$ cat src/rtl/plab5_mcore_net_msg_to_mem_resp_pkg.sv
// Shared message-layout helpers and queue state encoding for the net-to-memory
// response adapter.
package plab5_mcore_net_msg_to_mem_resp_pkg;

  localparam int unsigned c_mem_type_nbits = 3;

  typedef enum logic [1:0] {
    Q_EMPTY = 2'd0,
    Q_ONE   = 2'd1,
    Q_FULL  = 2'd2
  } queue_state_e;

  // Byte-length field is wide enough to name any byte count within one data word.
  function automatic int unsigned mem_len_nbits(input int unsigned md);
    return (md / 8 > 1) ? $clog2(md / 8) : 1;
  endfunction

  function automatic int unsigned mem_resp_msg_nbits(input int unsigned mo,
                                                     input int unsigned md);
    return c_mem_type_nbits + mo + mem_len_nbits(md) + md;
  endfunction

  function automatic int unsigned net_msg_nbits(input int unsigned np,
                                                input int unsigned no,
                                                input int unsigned ns);
    return 2 * ns + no + np;
  endfunction

endpackage

$ cat src/rtl/plab5_mcore_net_resp_queue.sv
// Two-entry val/rdy FIFO with no bypass path; occupancy is tracked as a
// three-state machine alongside one-bit read/write pointers.
module plab5_mcore_net_resp_queue
  import plab5_mcore_net_msg_to_mem_resp_pkg::*;
#(
  parameter int unsigned p_msg_nbits = 45
)(
  input  logic                   clk,
  input  logic                   reset,
  input  logic                   enq_val,
  output logic                   enq_rdy,
  input  logic [p_msg_nbits-1:0] enq_msg,
  output logic                   deq_val,
  input  logic                   deq_rdy,
  output logic [p_msg_nbits-1:0] deq_msg
);

  queue_state_e           state;
  logic                   wr_ptr;
  logic                   rd_ptr;
  logic [p_msg_nbits-1:0] entries [2];
  logic                   do_enq;
  logic                   do_deq;

  // Ready only depends on occupancy, so a full queue never accepts even if a
  // dequeue happens in the same cycle.
  assign enq_rdy = reset && (state != Q_FULL);
  assign deq_val = (state != Q_EMPTY);
  assign deq_msg = entries[rd_ptr];
  assign do_enq  = enq_val && enq_rdy;
  assign do_deq  = deq_val && deq_rdy;

  always_ff @(posedge clk or negedge reset) begin
    if (!reset) begin
      state  <= Q_EMPTY;
      wr_ptr <= 1'b0;
      rd_ptr <= 1'b0;
    end else begin
      if (do_enq) wr_ptr <= ~wr_ptr;
      if (do_deq) rd_ptr <= ~rd_ptr;
      case (state)
        Q_EMPTY: if (do_enq) state <= Q_ONE;
        Q_ONE: begin
          if (do_enq && !do_deq)      state <= Q_FULL;
          else if (!do_enq && do_deq) state <= Q_EMPTY;
        end
        Q_FULL:  if (do_deq) state <= Q_ONE;
        default: state <= Q_EMPTY;
      endcase
    end
  end

  always_ff @(posedge clk) begin
    if (do_enq) entries[wr_ptr] <= enq_msg;
  end

endmodule

$ cat src/rtl/plab5_mcore_net_msg_to_mem_resp.sv
// Converts network messages addressed to this terminal back into memory
// responses, stripping the core id from the opaque field; misrouted ones are dropped.
module plab5_mcore_net_msg_to_mem_resp
  import plab5_mcore_net_msg_to_mem_resp_pkg::*;
#(
  parameter int unsigned p_net_dest          = 0,
  parameter int unsigned p_mem_opaque_nbits  = 8,
  parameter int unsigned p_mem_data_nbits    = 32,
  parameter int unsigned p_net_opaque_nbits  = 4,
  parameter int unsigned p_net_srcdest_nbits = 3,
  localparam int unsigned c_len_nbits = mem_len_nbits(p_mem_data_nbits),
  localparam int unsigned c_mem_nbits = mem_resp_msg_nbits(p_mem_opaque_nbits, p_mem_data_nbits),
  localparam int unsigned c_net_nbits = net_msg_nbits(c_mem_nbits, p_net_opaque_nbits, p_net_srcdest_nbits)
)(
  input  logic                   clk,
  input  logic                   reset,
  input  logic [c_net_nbits-1:0] net_msg,
  input  logic                   net_val,
  output logic                   net_rdy,
  output logic [c_mem_nbits-1:0] mem_msg,
  output logic                   mem_val,
  input  logic                   mem_rdy,
  output logic                   misroute_err,
  output logic [7:0]             drop_count
);

  localparam int unsigned c_ns = p_net_srcdest_nbits;
  localparam int unsigned c_mo = p_mem_opaque_nbits;
  localparam logic [c_ns-1:0] c_dest = c_ns'(p_net_dest);

  logic [c_ns-1:0]               net_dest;
  logic [c_ns-1:0]               net_src;
  logic [p_net_opaque_nbits-1:0] net_opaque;
  logic [c_mem_nbits-1:0]        net_payload;

  assign {net_dest, net_src, net_opaque, net_payload} = net_msg;

  logic [c_mem_type_nbits-1:0] resp_type;
  logic [c_mo-1:0]             resp_opaque;
  logic [c_len_nbits-1:0]      resp_len;
  logic [p_mem_data_nbits-1:0] resp_data;

  assign {resp_type, resp_opaque, resp_len, resp_data} = net_payload;

  // The request side parked the core id in the top opaque bits; the memory
  // client expects them cleared.
  logic [c_mo-1:0]        clean_opaque;
  logic [c_mem_nbits-1:0] clean_msg;

  assign clean_opaque = {{c_ns{1'b0}}, resp_opaque[c_mo-c_ns-1:0]};
  assign clean_msg    = {resp_type, clean_opaque, resp_len, resp_data};

  logic unused_net_bits;
  assign unused_net_bits = ^{net_src, net_opaque, resp_opaque[c_mo-1 -: c_ns]};

  logic dest_match;
  logic enq_val;
  logic misroute_accept;

  assign dest_match      = (net_dest == c_dest);
  assign enq_val         = net_val && dest_match;
  assign misroute_accept = net_val && net_rdy && !dest_match;

  plab5_mcore_net_resp_queue #(
    .p_msg_nbits (c_mem_nbits)
  ) resp_queue (
    .clk     (clk),
    .reset   (reset),
    .enq_val (enq_val),
    .enq_rdy (net_rdy),
    .enq_msg (clean_msg),
    .deq_val (mem_val),
    .deq_rdy (mem_rdy),
    .deq_msg (mem_msg)
  );

  always_ff @(posedge clk or negedge reset) begin
    if (!reset) begin
      misroute_err <= 1'b0;
      drop_count   <= 8'd0;
    end else if (misroute_accept) begin
      misroute_err <= 1'b1;
      if (drop_count != 8'hFF) drop_count <= drop_count + 8'd1;
    end
  end

endmodule
$ cat config.mk
export PLATFORM = sky130hd
export DESIGN_NAME = plab5_mcore_net_msg_to_mem_resp
export DESIGN_NICKNAME = d
export VERILOG_FILES = /design/src/rtl/plab5_mcore_net_msg_to_mem_resp_pkg.sv /design/src/rtl/plab5_mcore_net_resp_queue.sv /design/src/rtl/plab5_mcore_net_msg_to_mem_resp.sv
export SDC_FILE = /design/constraint.sdc
export NUM_CORES = 1
export LEC_CHECK = 0
export BUFFER_PORTS_ARGS = -buffer_cell sky130_fd_sc_hd__buf_2
export CAP_MARGIN = 40
export CORE_ASPECT_RATIO = 2
export CORE_MARGIN = 2
export CORE_UTILIZATION = 45
export CTS_CLUSTER_SIZE = 28
export DETAILED_ROUTE_END_ITERATION = 16
export GPL_ROUTABILITY_DRIVEN = 0
export PLACE_DENSITY = 0.72
export SLEW_MARGIN = 20
export SYNTH_ARGS = -nofsm -noshare
export SYNTH_HDL_FRONTEND = slang
export SYNTH_SLANG_ARGS = --single-unit
$ cat constraint.sdc
create_clock -name clk -period 5.68 [get_ports clk]
set_input_delay 0.852 -clock clk [delete_from_list [all_inputs] [get_ports clk]]
set_output_delay 0.852 -clock clk [all_outputs]
set_load 0.05 [all_outputs]
==> results of run 1 <==
[final cells by class]
| cell class | instances | area, sq um |
|---|---|---|
| clock buffer | 10 | 229 |
| clock inverter | 6 | 57.6 |
| fill | 638 | 3310 |
| inverter | 3 | 11.3 |
| multi-input combinational | 85 | 811 |
| sequential | 97 | 2850 |
| tap | 96 | 120 |
| timing repair buffer | 104 | 553 |
[power groups by stage]
stage	Clock [mW]	Combinational, mW	Sequential (mW)
after detailed placement	0	0.739	0.890
final	0.579	0.730	0.874
after global routing	0.621	0.766	0.883
after CTS	0.596	0.739	0.875
after floorplan	0	0.543	0.922
after global placement	0	0.681	0.924
[cell usage in the layout, fill, tap and decap left out, types with 7 or more instances in the layout]
cell / n
buf_2: 101
edfxtp_1: 84
mux2_2: 43
dfrtp_1: 12
clkbuf_16: 9
xor2_1: 7
[worst register-to-register path, stage by stage (launching register included)]
cell and delay, ns:
dfrtp_1 0.40, or2b_1 0.26, and2_1 0.17, nand3_1 0.20, inv_1 0.13, and2_2 0.49
buf_12 0.25
[path summary, 6_finish.rpt]
check | from | endpoint | slack (ns) | depth (start not counted)
worst max register to register | resp_queue.state[1] | resp_queue.entries[1][29] | 3.46 | 6
worst max-delay path | resp_queue.rd_ptr | mem_msg[43] | 3.05 | 3
max in group asynchronous | reset | resp_queue.rd_ptr | 4.96 | 1
min in group clk | misroute_err | misroute_err | 0.47 | 1
worst min-delay path | reset | resp_queue.state[0] | 0.43 | 1
worst min register to register | misroute_err | misroute_err | 0.47 | 1
[flip-flops by register name (all words and copies together) (netlist names)]
signal / count
resp_queue.entries: 84
resp_queue.wr_ptr: 1
resp_queue.rd_ptr: 1
resp_queue.state: 2
drop_count: 8
misroute_err: 1
[cells by family (layout without fill, tap and decap cells)]
kind of cell,count (synthesis),after routing,synth area share (%)
flops,97,97,76.8
mux,43,43,13.1
simple gates,25,25,4.99
buf+inv,12,123,1.79
xor+xnor,9,9,2.13
compound gates,3,3,0.472
fa+ha+maj,2,2,0.675
other cells,1,3,0.101
[routing by layer]
layer	vias up	part of all wire (%)	routed length, microns	global-route usage (%)
li1	947	-	-	-
met1	976	35	2310	15.5
met3	12	7.3	479	5.89
met2	66	54	3560	26.1
met5	-	0	0	0
met4	0	3.0	193	8.22
[through the flow]
step	hold WS [ns]	area [sq um]	power, mW
6_report	0.431	4630	2.18
3_3_place_gp	0.447	4300	1.60
5_1_grt	0.446	4630	2.27
3_5_place_dp	0.447	4340	1.63
2_1_floorplan	0.453	3720	1.47
4_1_cts	0.427	4630	2.21
==> summary.md, run 1 <==
| Metric | Value |
|---|---|
| Post-CTS Setup Bufs | `0` |
| Worst Path Arrival | `between 1.5 and 2 ns` |
| Congestion Overflow GR | `0` |
| Clk pin slew, worst setup/hold paths | `0.06 ns` |
| # setup viols final | `0` |
| P&R area growth vs syn | `24.9%` |
| Clk pwr share | `26.5%` |
| Post-synth top area share | `around two thirds` |
| Die ar. | `0.00903 sq mm` |
| Synth Instances | `192` |
| Buffers on Ports | `101` |
| Final clock skew | `approximately 0.0051 ns` |
| CP max FO | `27` |
| Nets | `361` |
| P per Cell Area | `471 mW/mm^2` |
| Net load switching power | `roughly 0.80 mW` |
| Post-detail-place hpwl | `approximately 4500 microns` |
| Top cells by count, synth | `edfxtp_1 (84), mux2_2 (43), dfrtp_1 (13)` |
| Core Util, Final | `between 50% and 60%` |
| Row count | `46` |
| H-tree level count | `3` |
| Ys async rst share | `13.4%` |
| I/O pin cnt | `115` |
| Final Hold Vio Count | `0` |
| CP max stage cell | `dfrtp_2` |
| Pre-CTS WS | `2.86 ns` |
| Initial antenna violation count | `0` |
| Combinational share of power | `33.4%` |
| Total number of vias | `2001` |
| Max-Cap Viols | `0` |
| CTS tree | `done` |
| LEAKAGE | `between 1.5 and 2 nW` |
| Proportion of layout cells with a drive suffix above 1 | `a little under three fifths` |
| Post-Syn Area | `0.00371 sq mm` |
| Slew margin rel. | `between 60 and 70%` |
| Final WL | `approximately 6500 microns` |
| Core Area | `around 0.0079 sq mm` |
| Crit path time final | `approximately 2.6 ns` |
| Crit Path Category | `flip-flop to primary output` |
| Setup TNS | `0 ns` |
| Yosys reg bits | `97` |
| Routed length per placed instance | `roughly 16 microns` |
| Seq pwr share | `between 40% and 50%` |
| TritonCTS Buffers | `9` |
| Maximum clock rate | `around 0.38 GHz` |
| CP top delay family | `flip-flops` |
| Worst setup EP type | `primary output` |
| Iter 0 DRT Violations | `approximately 130` |
| Critical Path RT | `4.83 ns` |
| Status | `complete, no violations` |
| First-pass GRT wire length | `10000 microns` |
| Tightest Pin Transition | `around 0.57 ns` |
| Main flop type after synthesis | `edfxtp_1` |
| RSZ-0062 raised after global routing | `false` |
| Die height | `132 microns` |
| Slowest stage delay, CP | `0.62 ns` |
| Setup WS post-layout | `about 3 ns` |
| Leading area contributor after synthesis | `edfxtp_1` |
| Largest net degree at the start of global routing | `43` |
| Peak VDD IR | `about 0.32 mV` |
| Synthesized area per cell | `between 15 and 20 sq um` |
| Post_cts resized | `0` |
| GRT Util Overall | `15.4%` |
| Placed insts | `385` |
| Cells along the critical path | `buf_12 -> mux2_2 -> buf_2` |
| DIE WIDTH | `68.2 microns` |
| Register area share after synthesis | `76.8%` |
| Inserted Diodes | `0` |
| Clock Latency Late Sink | `0.33 ns` |
| Sw Share | `36.8%` |
| Remaining DRCs | `0` |
| Vias per cell | `~5.0` |
| Distinct cell type count after synthesis | `30` |
| Int Pwr | `about 1.4 mW` |
| ANT nets after route | `0` |
| Vias in the first global route | `around 2100` |
| Clk buf depth | `2` |
| Worst hold path class | `input pin to async pin` |
| Count leader, synth | `edfxtp_1` |
| Starting Density | `between 40% and 50%` |
| Number of flops mapped to enable cells by yosys | `84` |
| CTS Hold Bufs | `0` |
| Buf+Inv Stages, Crit Path | `2` |
| Slew Limit Fails | `0` |
| Final non-filler cell total | `401` |
| 1st-pass router iterations | `4` |
| Area contributors post-synth | `edfxtp_1 (68%), mux2_2 (13%), dfrtp_1 (8.8%)` |
| Startpoint types | `flip-flop` |
| Synth warnings | `0` |
| Clk sinks | `97` |
| Clock root buffer | `clkbuf_16` |
| Period utilization | `between 40% and 50%` |
Note: power is estimated with default switching activity, not from simulation.
==> inputs of run 2 (changes only) <==
==> constraint.sdc (replaced) <==
create_clock -name clk -period 2.6 [get_ports clk]
set_input_delay 0.39 -clock clk [delete_from_list [all_inputs] [get_ports clk]]
set_output_delay 0.39 -clock clk [all_outputs]
set_load 0.05 [all_outputs]
==> summary.md, run 2 (synthesis gave the netlist of run 1 again) <==
| Metric | Value |
|---|---|
| Most common cell after layout, fill and taps aside | `buf_2` |
| Critical Path RT | `2.63 ns` |
| Core Area | `roughly 0.0079 sq mm` |
| Buffers on Ports | `a little over 100` |
| TritonCTS Buffers | `9` |
| Max reg flops | `between 80 and 90` |
| Placed insts | `about 390` |
| DIE WIDTH | `roughly 70 microns` |
| Starting Density | `between 40% and 50%` |
| Slew Limit Fails | `0` |
| Initial antenna violation count | `0` |
| Status | `complete, no violations` |
| Hold-critical path depth | `1` |
| LEAKAGE | `1.81 nW` |
| CP top delay family | `buffers and inverters` |
| Most frequent cells in the layout | `buf_2 (101), edfxtp_1 (84), mux2_2 (43)` |
| Vias per cell | `4.93` |
| Proportion of layout cells with a drive suffix above 1 | `around 55%` |
| Worst setup EP type | `flip-flop` |
| Crit Path Category | `input pin to flip-flop` |
| Slowest stage delay, CP | `between 0.5 and 0.6 ns` |
| Vias in the first global route | `2210` |
| Startpoint types | `input pin` |
| Max-Cap Viols | `0` |
| Layout fillers | `roughly 670` |
| Iter 0 DRT Violations | `80` |
| Biggest register | `resp_queue.entries` |
| Endpoint, Worst Hold | `resp_queue.entries[1][17]` |
| Peak VDD IR | `0.520 mV` |
| Seq pwr share | `between 40% and 50%` |
| Internal reg-to-reg setup slack | `0.58 ns` |
| Row count | `46` |
| Sw Share | `between 30% and 40%` |
| P per Cell Area | `about 1000 mW/mm^2` |
| Final WL | `around 6600 microns` |
| Die ar. | `around 0.009 sq mm` |
| Worst Path Arrival | `roughly 2.1 ns` |
| RSZ-0062 raised after global routing | `false` |
| Worst hold path class | `input pin to flip-flop` |
| Post-detail-place hpwl | `4710 microns` |
| Cells along the critical path | `dlygate4sd3_1 -> buf_2 -> and2_1 -> nand3_1 -> inv_1 -> and2_2 -> buf_12` |
| CP max FO | `35` |
| Total number of vias | `between 1500 and 2000` |
| Largest net degree at the start of global routing | `36` |
| Reg2Reg Depth | `6` |
| Final clock skew | `0.00372 ns` |
| 1st-pass router iterations | `4` |
| CP max stage cell | `dlygate4sd3_1` |
| I/O pin cnt | `115` |
| Buf+Inv Stages, Crit Path | `4` |
| Post-CTS Setup Bufs | `0` |
| Clk pwr share | `~25%` |
| Routed length per placed instance | `around 16 microns` |
| Clk pin slew, worst setup/hold paths | `around 0.060 ns` |
| Period utilization | `78.6%` |
| Inserted Diodes | `0` |
| Combinational share of power | `35.3%` |
| Int Pwr | `slightly below 3 mW` |
| Clock root buffer | `clkbuf_16` |
| CTS tree | `done` |
| Congestion Overflow GR | `0` |
| HP Start | `net_msg[17]` |
| GRT Util Overall | `between 15 and 20%` |
| RR Endpoint | `resp_queue.entries[1][16]` |
| Net load switching power | `around 1.7 mW` |
| Die height | `132 microns` |
| ANT nets after route | `0` |
| H-tree level count | `3` |
| Clk buf depth | `2` |
| Largest registers | `resp_queue.entries (84), drop_count (8), resp_queue.state (2)` |
| Final Hold Vio Count | `0` |
| Setup TNS | `0 ns` |
| Nets | `roughly 370` |
| Clk sinks | `a little under 100` |
| P&R area growth vs syn | `24.6%` |
| # setup viols final | `0` |
| Remaining DRCs | `0` |
| Final non-filler cell total | `between 400 and 500` |
| First-pass GRT wire length | `about 10000 microns` |
| Clock Latency Late Sink | `around 0.33 ns` |
| R2R Path Start | `resp_queue.state[1]` |
| Maximum clock rate | `~0.5 GHz` |
| Crit path time final | `slightly above 2 ns` |
==> run 2: area by class of cell <==
class	count	area [sq um]	share of cell area, %
Sequential cell	97	2850	61.7
Multi-Input combinational cell	85	811	17.5
Timing Repair Buffer	108	573	12.4
Clock buffer	12	236	5.12
Tap cell	96	120	2.60
Clock inverter	4	20.0	0.433
Inverter	3	11.3	0.244
==> run 2: routing by layer <==
layer  part of all wire [%]  vias to the layer above  track usage, %
li1                       -                      950               -
met1                     33                      963            15.2
met2                     58                       70            28.9
met3                    7.6                       13            5.38
met4                    2.3                        0            8.44
met5                      0                        -               0
==> run 2: worst max-delay path by stage <==
stage / to / cells after the start / start / slack [ns]
floorplan: resp_queue.entries[0][0] / 4 / resp_queue.state[1] / -0.26
global placement: resp_queue.entries[1][38] / 6 / resp_queue.state[1] / 0.61
detailed placement: resp_queue.entries[1][34] / 6 / resp_queue.state[1] / 0.55
CTS: resp_queue.entries[1][35] / 7 / reset / 0.53
global route: resp_queue.entries[1][1] / 6 / resp_queue.state[1] / 0.40
finish: resp_queue.entries[1][16] / 7 / reset / 0.56
==> run 2: power by group through the flow <==
stage	combinational, mW	clock (mW)	sequential (mW)
after floorplan	1.19	0	2.02
after global placement	1.64	0	1.89
after detailed placement	1.66	0	1.90
after CTS	1.66	1.18	1.86
after global routing	1.73	1.23	1.88
final	1.64	1.14	1.86
==> run 2: through the flow <==
step / hold WS, ns / power, mW / worst slack (ns) / cell area [sq um] / util (%)
after global routing: 0.232 / 4.83 / 0.401 / 4620 / 58.2
final: 0.241 / 4.65 / 0.556 / 4620 / 58.2
after CTS: 0.227 / 4.71 / 0.532 / 4620 / 58.2
after global placement: 0.352 / 3.53 / 0.609 / 4350 / 54.8
after floorplan: 0.0944 / 3.20 / -0.263 / 3720 / -
after detailed placement: 0.359 / 3.55 / 0.547 / 4350 / 54.8
==> run 2: what timing repair did <==
action                    4_1_cts  5_1_grt
gates resized for setup         0        0
hold buffers                    1        0
hold endpoints to repair        7        0
==> inputs of run 3 (changes only) <==
--- a/config.mk
+++ b/config.mk
@@ -13,7 +13,7 @@
 export CTS_CLUSTER_SIZE = 28
 export DETAILED_ROUTE_END_ITERATION = 16
 export GPL_ROUTABILITY_DRIVEN = 0
-export PLACE_DENSITY = 0.72
+export PLACE_DENSITY = 0.74
 export SLEW_MARGIN = 20
 export SYNTH_ARGS = -nofsm -noshare
 export SYNTH_HDL_FRONTEND = slang
==> constraint.sdc (replaced) <==
create_clock -name clk -period 1.7 [get_ports clk]
set_input_delay 0.255 -clock clk [delete_from_list [all_inputs] [get_ports clk]]
set_output_delay 0.255 -clock clk [all_outputs]
set_load 0.05 [all_outputs]
==> summary.md, run 3 (synthesis gave the netlist of run 1 again) <==
| Metric | Value |
|---|---|
| Biggest register | `resp_queue.entries` |
| Startpoint types | `flip-flop` |
| Die ar. | `~0.009 sq mm` |
| Post-detail-place hpwl | `between 4000 and 5000 microns` |
| Busiest grt layer | `met2` |
| GR Layer Usage met3 | `6.66%` |
| CP max FO | `23` |
| Total number of vias | `2082` |
| RSZ-0062 raised after global routing | `true` |
| Maximum clock rate | `about 0.58 GHz` |
| Failing checks | `negative setup slack` |
| CP max stage cell | `dfrtp_2` |
| I/O pin cnt | `around 120` |
| Post-route cell area | `about 0.0051 sq mm` |
| Setup TNS | `-0.300 ns` |
| Remaining DRCs | `0` |
| Cells along the critical path | `buf_12 -> mux2_2 -> buf_6` |
| Critical Path RT | `around 1.4 ns` |
| Peak VDD IR | `~1.2 mV` |
| Most frequent cells in the layout | `edfxtp_1 (84), buf_2 (59), buf_6 (40)` |
| Max-Cap Viols | `0` |
| Grt met2 use | `about a third` |
| TritonCTS Buffers | `9` |
| Most common cell after layout, fill and taps aside | `edfxtp_1` |
| Worst hold path class | `input pin to flip-flop` |
| Die height | `~130 microns` |
| Slew Limit Fails | `0` |
| Largest net degree at the start of global routing | `25` |
| HP Start | `net_msg[21]` |
| Setup WS post-layout | `-0.0317 ns` |
| Row count | `46` |
| Worst setup EP type | `primary output` |
| Status | `finished with violations` |
| Vias in the first global route | `approximately 2300` |
| Nets | `370` |
| Clock root buffer | `clkbuf_16` |
| Clk pin slew, worst setup/hold paths | `about 0.060 ns` |
| Largest registers | `resp_queue.entries (84), drop_count (8), resp_queue.state (2)` |
| Slowest stage delay, CP | `0.41 ns` |
| Grt met1 use | `between 10% and 20%` |
| Worst Path Arrival | `between 1 and 1.5 ns` |
| GRT Util Overall | `17.5%` |
| First-pass GRT wire length | `roughly 11000 microns` |
| Iter 0 DRT Violations | `between 70 and 80` |
| Pre-CTS WS | `-0.0165 ns` |
| P&R area growth vs syn | `38.4%` |
| Vias per cell | `slightly above 5` |
| Placement Cell Area | `approximately 0.0045 sq mm` |
| DIE WIDTH | `68.2 microns` |
| Critical path launch point | `resp_queue.rd_ptr` |
| CTS tree | `done` |
| Crit Path Category | `flip-flop to primary output` |
| R2R Path Start | `drop_count[4]` |
| Clk sinks | `97` |
| Routed length per placed instance | `between 15 and 20 microns` |
| Core Util, Final | `between 60% and 70%` |
| Storage cell area | `0.00286 sq mm` |
| Buffers on Ports | `about 100` |
| Clock Latency Late Sink | `approximately 0.33 ns` |
| Proportion of layout cells with a drive suffix above 1 | `roughly three fifths` |
| Layout fillers | `579` |
| Max reg flops | `between 80 and 90` |
| LEAKAGE | `2.00 nW` |
| Initial antenna violation count | `2` |
| Multi-input logic area | `between 800 and 900 sq um` |
| 1st-pass router iterations | `4` |
| Starting Density | `46.7%` |
| Final clock skew | `approximately 0.0036 ns` |
| Clk buf depth | `2` |
| Period utilization | `102%` |
| Final Hold Vio Count | `0` |
| Congestion Overflow GR | `0` |
| ANT nets after route | `0` |
| # setup viols final | `24` |
| H-tree level count | `3` |
| Final WL | `around 7400 microns` |
| Core Area | `slightly below 0.008 sq mm` |
| Crit path time final | `between 1.5 and 2 ns` |
| P per Cell Area | `1570 mW/mm^2` |
| Tot Pwr | `~8.0 mW` |
## run 3: cell count changes in the layout (fill, tap and decap cells not counted), sizes merged
cell / before / now
bufinv: 0 / 2
clkbuf: 12 / 14
diode: 0 / 1
clkinv: 3 / 1
buf: 107 / 111
clkinvlp: 1 / 0
## run 3: area by class of cell
| type | count | area share [%] |
|---|---|---|
| inverter | 3 | 0.268 |
| timing repair buffer | 113 | 18.8 |
| tap | 96 | 2.34 |
| clock inverter | 3 | 1.27 |
| multi-input combinational | 85 | 16.9 |
| antenna | 1 | 0.0488 |
| clock buffer | 13 | 4.68 |
| sequential | 97 | 55.7 |
## run 3: critical path: cells and delay by family (launching register included)
family,cells,cell delay [ns]
buf+inv,2,0.35
mux,1,0.38
flops,1,0.41
## run 3: worst paths after layout
path / end / slack, ns / cells after the start
max in group asynchronous: drop_count[5] / 0.91 / 3
max: mem_msg[15] / -0.03 / 3
min in group asynchronous: resp_queue.wr_ptr / 0.37 / 2
max reg2reg: drop_count[1] / 0.07 / 4
min reg2reg: misroute_err / 0.47 / 1
min: resp_queue.entries[1][21] / 0.11 / 1
## run 3: power breakdown
part           leakage [nW]  internal (mW)  switching, mW
sequential            0.910           2.73          0.136
clock                 0.148           1.29          0.776
combinational         0.944           1.21           1.89
total                  2.00           5.23           2.80
## run 3: per-stage QoR
step	hold slack, ns	cells
6_report	0.108	411
5_1_grt	0.0920	410
4_1_cts	0.0921	410
3_5_place_dp	0.103	390
3_3_place_gp	0.101	390
2_1_floorplan	-0.0406	194
## run 3: per-layer routing
metal	wire [microns]	share of wire, %	vias up
li1	-	-	964
met1	2380	32	1039
met2	4400	60	67
met3	445	6.0	12
met4	163	2.2	0
met5	0	0	-
## run 3: timing repair
action / CTS / global route
pin swaps: 0 / 1
setup buffers: 2 / 1
hold endpoints to repair: 13 / 0
gates resized for setup: 87 / 16
setup endpoints to repair: 42 / 68
hold buffers: 1 / 0
gates cloned: 1 / 1
